File: src/rtl/li_ram_reader.sv
// Burst read initiator for the latency-insensitive RAM: turns (addr, len) commands into
// in-order read requests and forwards the responses as a valid/ready stream with a last marker.
module li_ram_reader #(
    parameter int ADDR_WIDTH      = 8,
    parameter int DATA_WIDTH      = 16,
    parameter int MAX_OUTSTANDING = 4
) (
    input  logic                  clk,
    input  logic                  rst,
    input  logic [ADDR_WIDTH-1:0] cmd_addr_in,
    input  logic [ADDR_WIDTH:0]   cmd_len_in,
    input  logic                  cmd_valid_in,
    output logic                  cmd_ready_out,
    output logic [ADDR_WIDTH-1:0] rd_req_addr_out,
    output logic                  rd_req_valid_out,
    input  logic                  rd_req_ready_in,
    input  logic [DATA_WIDTH-1:0] rd_resp_data_in,
    input  logic                  rd_resp_valid_in,
    output logic                  rd_resp_ready_out,
    output logic [DATA_WIDTH-1:0] out_data_out,
    output logic                  out_last_out,
    output logic                  out_valid_out,
    input  logic                  out_ready_in,
    output logic                  busy_out,
    output logic                  done_out
);

    localparam int OC_W  = $clog2(MAX_OUTSTANDING + 1);
    localparam int LEN_W = ADDR_WIDTH + 1;

    typedef enum logic {
        IDLE = 1'b0,
        RUN  = 1'b1
    } state_t;

    state_t                state_reg, state_next;
    logic [ADDR_WIDTH-1:0] addr_reg, addr_next;
    logic [LEN_W-1:0]      req_left_reg, req_left_next;
    logic [LEN_W-1:0]      resp_left_reg, resp_left_next;
    logic [OC_W-1:0]       outstanding_reg, outstanding_next;
    logic                  done_reg, done_next;

    logic run;
    logic cmd_fire;
    logic req_fire;
    logic resp_fire;

    assign run      = (state_reg == RUN);
    assign cmd_fire = cmd_valid_in && !run;

    // Request issue stalls once MAX_OUTSTANDING reads are in flight, so output
    // backpressure propagates to the RAM instead of dropping returned data.
    assign rd_req_valid_out = run && (req_left_reg != '0)
                              && (outstanding_reg < OC_W'(MAX_OUTSTANDING));
    assign rd_req_addr_out  = addr_reg;
    assign req_fire         = rd_req_valid_out && rd_req_ready_in;

    // Response path is pure wiring gated by RUN; no register is added.
    assign out_valid_out     = run && rd_resp_valid_in;
    assign out_data_out      = rd_resp_data_in;
    assign rd_resp_ready_out = run && out_ready_in;
    assign out_last_out      = run && (resp_left_reg == LEN_W'(1));
    assign resp_fire         = rd_resp_valid_in && rd_resp_ready_out;

    assign cmd_ready_out = !run;
    assign busy_out      = run;
    assign done_out      = done_reg;

    always_ff @(posedge clk) begin
        if (rst) begin
            state_reg       <= IDLE;
            addr_reg        <= '0;
            req_left_reg    <= '0;
            resp_left_reg   <= '0;
            outstanding_reg <= '0;
            done_reg        <= 1'b0;
        end else begin
            state_reg       <= state_next;
            addr_reg        <= addr_next;
            req_left_reg    <= req_left_next;
            resp_left_reg   <= resp_left_next;
            outstanding_reg <= outstanding_next;
            done_reg        <= done_next;
        end
    end

    always_comb begin
        state_next       = state_reg;
        addr_next        = addr_reg;
        req_left_next    = req_left_reg;
        resp_left_next   = resp_left_reg;
        outstanding_next = outstanding_reg;
        done_next        = 1'b0;

        case (state_reg)
            IDLE: begin
                if (cmd_fire) begin
                    if (cmd_len_in == '0) begin
                        done_next = 1'b1;
                    end else begin
                        addr_next        = cmd_addr_in;
                        req_left_next    = cmd_len_in;
                        resp_left_next   = cmd_len_in;
                        outstanding_next = '0;
                        state_next       = RUN;
                    end
                end
            end
            RUN: begin
                if (req_fire) begin
                    addr_next     = addr_reg + ADDR_WIDTH'(1);
                    req_left_next = req_left_reg - LEN_W'(1);
                end
                outstanding_next = outstanding_reg + OC_W'(req_fire) - OC_W'(resp_fire);
                if (resp_fire) begin
                    resp_left_next = resp_left_reg - LEN_W'(1);
                    if (resp_left_reg == LEN_W'(1)) begin
                        state_next = IDLE;
                        done_next  = 1'b1;
                    end
                end
            end
            default: state_next = IDLE;
        endcase
    end

endmodule

File: config.mk
export PLATFORM = sky130hd
export DESIGN_NAME = li_ram_reader
export DESIGN_NICKNAME = d
export VERILOG_FILES = /design/src/rtl/li_ram_reader.sv
export SDC_FILE = /design/constraint.sdc
export NUM_CORES = 1
export LEC_CHECK = 0
export BUFFER_PORTS_ARGS = -buffer_cell sky130_fd_sc_hd__buf_2
export CAP_MARGIN = 20
export CORE_ASPECT_RATIO = 1.4
export CORE_MARGIN = 2
export CORE_UTILIZATION = 50
export CTS_BUF_LIST = sky130_fd_sc_hd__clkbuf_8
export CTS_CLUSTER_DIAMETER = 30
export DETAILED_ROUTE_END_ITERATION = 12
export MAX_ROUTING_LAYER = met4
export PLACE_DENSITY_LB_ADDON = 0.12
export SKIP_LAST_GASP = 1
export SYNTH_ARGS = -nofsm -noshare
export SYNTH_HDL_FRONTEND = slang
export SYNTH_SLANG_ARGS = --single-unit
File: constraint.sdc
create_clock -name clk -period 8.08 [get_ports clk]
set_input_delay 0.808 -clock clk [delete_from_list [all_inputs] [get_ports clk]]
set_output_delay 0.808 -clock clk [all_outputs]
set_load 0.02 [all_outputs]
==> run metrics <==
CP endpoint kind flop; unrepaired setup endpoints after global routing false; Final period util 38.29%; Antenna Nets Post-Route 0; Arr. time, crit path 3.32 ns; total CTS buffers 5; Area after DPL 2236 um2; compound-gate portion of the synthesized area 26.49%; total number of yosys warnings 0; Post-Synth Simple-Gate Area 24.87%; Internal Pwr Total 0.2761 mW; clk_lat worst skew 0.29 ns; Area contributors post-synth dfxtp_1 29%, buf_4 5.9%, ha_1 4.0%; postcts setup bufs 0; ant diodes 0; Flop pwr share 43.0%; CTS tree built; crit-path most repeated cell inv_1; Worst Hold End resp_left_reg[7]$_SDFFE_PP0P_; DIE AREA 4887 um2; adder-cell share of the synthesized area 4.962%; largest family of logic cells by synthesized area compound AO/OA/AOI/OAI gates; CP required 8.30 ns; Die W 59.66 um; clock root buffer clkbuf_8; CP max stage cell nor4_1; slowest cell delay on critical path 0.59 ns; Max Clock Freq 323.3 MHz; sequential-to-total area share from yosys stat 28.62%; port bufs 37; first-pass GRT wire length 9411 um; Avg Cell Area, Syn 7.828 um2; switching share of power 35.27%; wire per inst 16.88 um; worst r2r path cells 12; Total Routed Length 5704 um; CTS max path bufs 2; Post-Synth XOR/XNOR Area 1.212%; reg-to-reg slack, setup 4.99 ns; fill count 431; Post-synth EDFFs 0; min-delay worst type flop to flop; I/O pin total 70; Gate power share 29.8%; clock share of power 27.2%; routed via count 2,116; largest net degree at the start of global routing 47; Layout Nets 339; Reg clk slew, reported paths 0.07 ns; antenna violations before repair 0; worst r2r dst outstanding_reg[2]$_SDFFE_PP0P_; vias per cell 6.260; router iterations before antenna repair 4; Total GRT Usage 25.90%; Design Area, Final 2322 um2; switching pwr 0.1504 mW; critical path fanouts, max 15; gr ovfl total 0; final setup violation count 0; FF+latch count, synth 31; share of the synthesized area in the top cell type 28.62%; initial core utilization 51.58%; relative slew slack 45.29%; Final Hold Viols 0; Slew @ Worst Pin 0.8206 ns; Hold-fix buffers, CTS 0; hold_sp resp_left_reg[7]$_SDFFE_PP0P_; Synth Flop Type dfxtp_1; Power per Cell Area 183.7 nW/um2; routability cong. 0.9352; DPL Wire Length 3975 um; # resized after CTS 0; skew final 0.006118 ns; Placeable Area 4204 um2; Setup crit start kind flop; Synth cell types 55; P_leak 0.9228 nW; First DRT Iteration DRCs 171; mux cell area share after synthesis 1.847%; share of layout cells above drive strength 1 20.14%; CP cell instances nor4_1 -> a211oi_1 -> inv_1 -> ha_1 -> inv_1 -> ha_1 -> inv_1 -> fa_1 -> xnor2_1 -> o21ai_0 -> nand2_1 -> a21oi_1; P&R area growth vs syn 7.098%; row cnt 28; post-synth net total 324; async set-or-reset flop fraction in the synthesized netlist 0%; H-tree levels 2; Max Cap Viol 0; Max IR drop VDD 85.04 uV; vias in the first global route 1,955; Mapped Cells 277; Setup TNS 0 ns; Slew Limit Fails 0; Post-Syn Area 2168 um2; critical register-to-register path startpoint req_left_reg[4]$_SDFFE_PP0P_; height of the die 81.92 um; Hold Path Depth 2; status finished clean; Final min period 3.094 ns; crit path kind flop to flop; most area-hungry cell type in the Yosys netlist dfxtp_1; # DRC 0; clock sink count 31
-- cell usage in the layout (no fill, tap or decap), drive strengths merged, types with 2 or more instances in the layout --
master,netlist,final
buf,20,41
dfxtp,31,31
nand2,20,20
inv,16,18
nor2,17,17
a21oi,17,17
o21ai,16,16
nand3,10,10
nand4,10,10
nor3,8,8
o22ai,7,7
ha,7,7
o31ai,7,7
nor4,6,6
a211oi,5,5
or3,5,5
and3,5,5
clkbuf,13,5
o32ai,4,4
mux2i,4,4
a221oi,4,4
or4,4,4
a31oi,3,3
a311o,3,3
xnor2,3,3
and2,2,2
nand2b,2,2
or2,2,2
nor2b,2,2
a22oi,2,2
a32o,2,2
a311oi,2,2
nor3b,2,2
o221ai,2,2
clkinv,1,2
-- cells by family (layout without fill, tap and decap cells) --
logic type	count (synthesis)	after routing
AND/OR/NAND/NOR	99	99
AO/OA/AOI/OAI	82	82
buffers and inverters	50	66
flip-flops	31	31
adder cells (fa/ha/maj)	8	8
multiplexers	4	4
XOR/XNOR	3	3
-- final cells by class --
class                   instances  area (um2)  share of cell area (%)
multi-input cells             196        1287                   55.44
repair buffers                 41       212.7                   9.159
flip-flops and latches         31       620.6                   26.72
inverters                      17       63.81                   2.748
well taps                      45       56.30                   2.425
clock buffers                   5       68.82                   2.963
clock inverters                 3       12.51                  0.5388
-- worst max-delay path: cells and delay by family, from the launching register on --
| family | cells | cell delay, ns |
|---|---|---|
| xor gates and xnor gates | 1 | 0.15 |
| DFF | 1 | 0.37 |
| buffers and inverters | 3 | 0.52 |
| adders and majority gates | 3 | 0.82 |
| and+or+nand+nor | 2 | 0.66 |
| AOI/OAI and AO/OA | 3 | 0.50 |
-- synthesized netlist by cell type (4+ instances only) --
| master | count |
|---|---|
| nor4_1 | 6 |
| a221oi_1 | 4 |
| o32ai_1 | 4 |
| and3_1 | 5 |
| clkbuf_1 | 13 |
| nor3_1 | 8 |
| o31ai_1 | 6 |
| buf_4 | 17 |
| inv_1 | 15 |
| nand2_1 | 19 |
| mux2i_1 | 4 |
| nor2_1 | 17 |
| o21ai_0 | 16 |
| nand4_1 | 10 |
| or3_1 | 5 |
| ha_1 | 7 |
| a211oi_1 | 5 |
| nand3_1 | 10 |
| o22ai_1 | 7 |
| a21oi_1 | 17 |
| dfxtp_1 | 31 |
-- power groups by stage --
stage	Sequential (mW)	Combinational [mW]	Clock, mW
final	0.183	0.127	0.116
after global routing	0.186	0.142	0.126
after CTS	0.183	0.127	0.120
after detailed placement	0.186	0.125	0
after global placement	0.186	0.125	0
after floorplan	0.188	0.101	0
-- worst max path at each step --
stage | slack, ns | startpoint | end
2_1_floorplan | 5.31 | rd_req_ready_in | outstanding_reg[2]$_SDFFE_PP0P_
3_3_place_gp | 4.13 | rd_req_ready_in | outstanding_reg[2]$_SDFFE_PP0P_
3_5_place_dp | 4.00 | rd_req_ready_in | outstanding_reg[2]$_SDFFE_PP0P_
4_1_cts | 4.11 | busy_out$_SDFF_PP0_ | outstanding_reg[2]$_SDFFE_PP0P_
5_1_grt | 4.61 | busy_out$_SDFF_PP0_ | outstanding_reg[2]$_SDFFE_PP0P_
6_report | 4.99 | req_left_reg[4]$_SDFFE_PP0P_ | outstanding_reg[2]$_SDFFE_PP0P_
-- routing by layer --
| layer | track usage (%) | vias up | wire, um |
|---|---|---|---|
| li1 | - | 1056 | - |
| met1 | 31.32 | 1008 | 2350 |
| met2 | 41.41 | 45 | 3018 |
| met3 | 4.882 | 7 | 259 |
| met4 | 11.33 | 0 | 76 |
| met5 | - | - | 0 |
-- through the flow --
stage                     power, mW  cells  hold slack (ns)  setup slack [ns]  utilization (%)
after floorplan              0.2887    277           0.4436             5.309                -
after global placement       0.3113    329           0.4629             4.132            53.18
after detailed placement     0.3119    329           0.4619             4.000            53.18
after CTS                    0.4300    337           0.4750             4.113            55.12
after global routing         0.4536    338           0.4958             4.613            55.24
final                        0.4265    338           0.4801             4.986            55.24
Note: power is estimated with default switching activity, not from simulation.
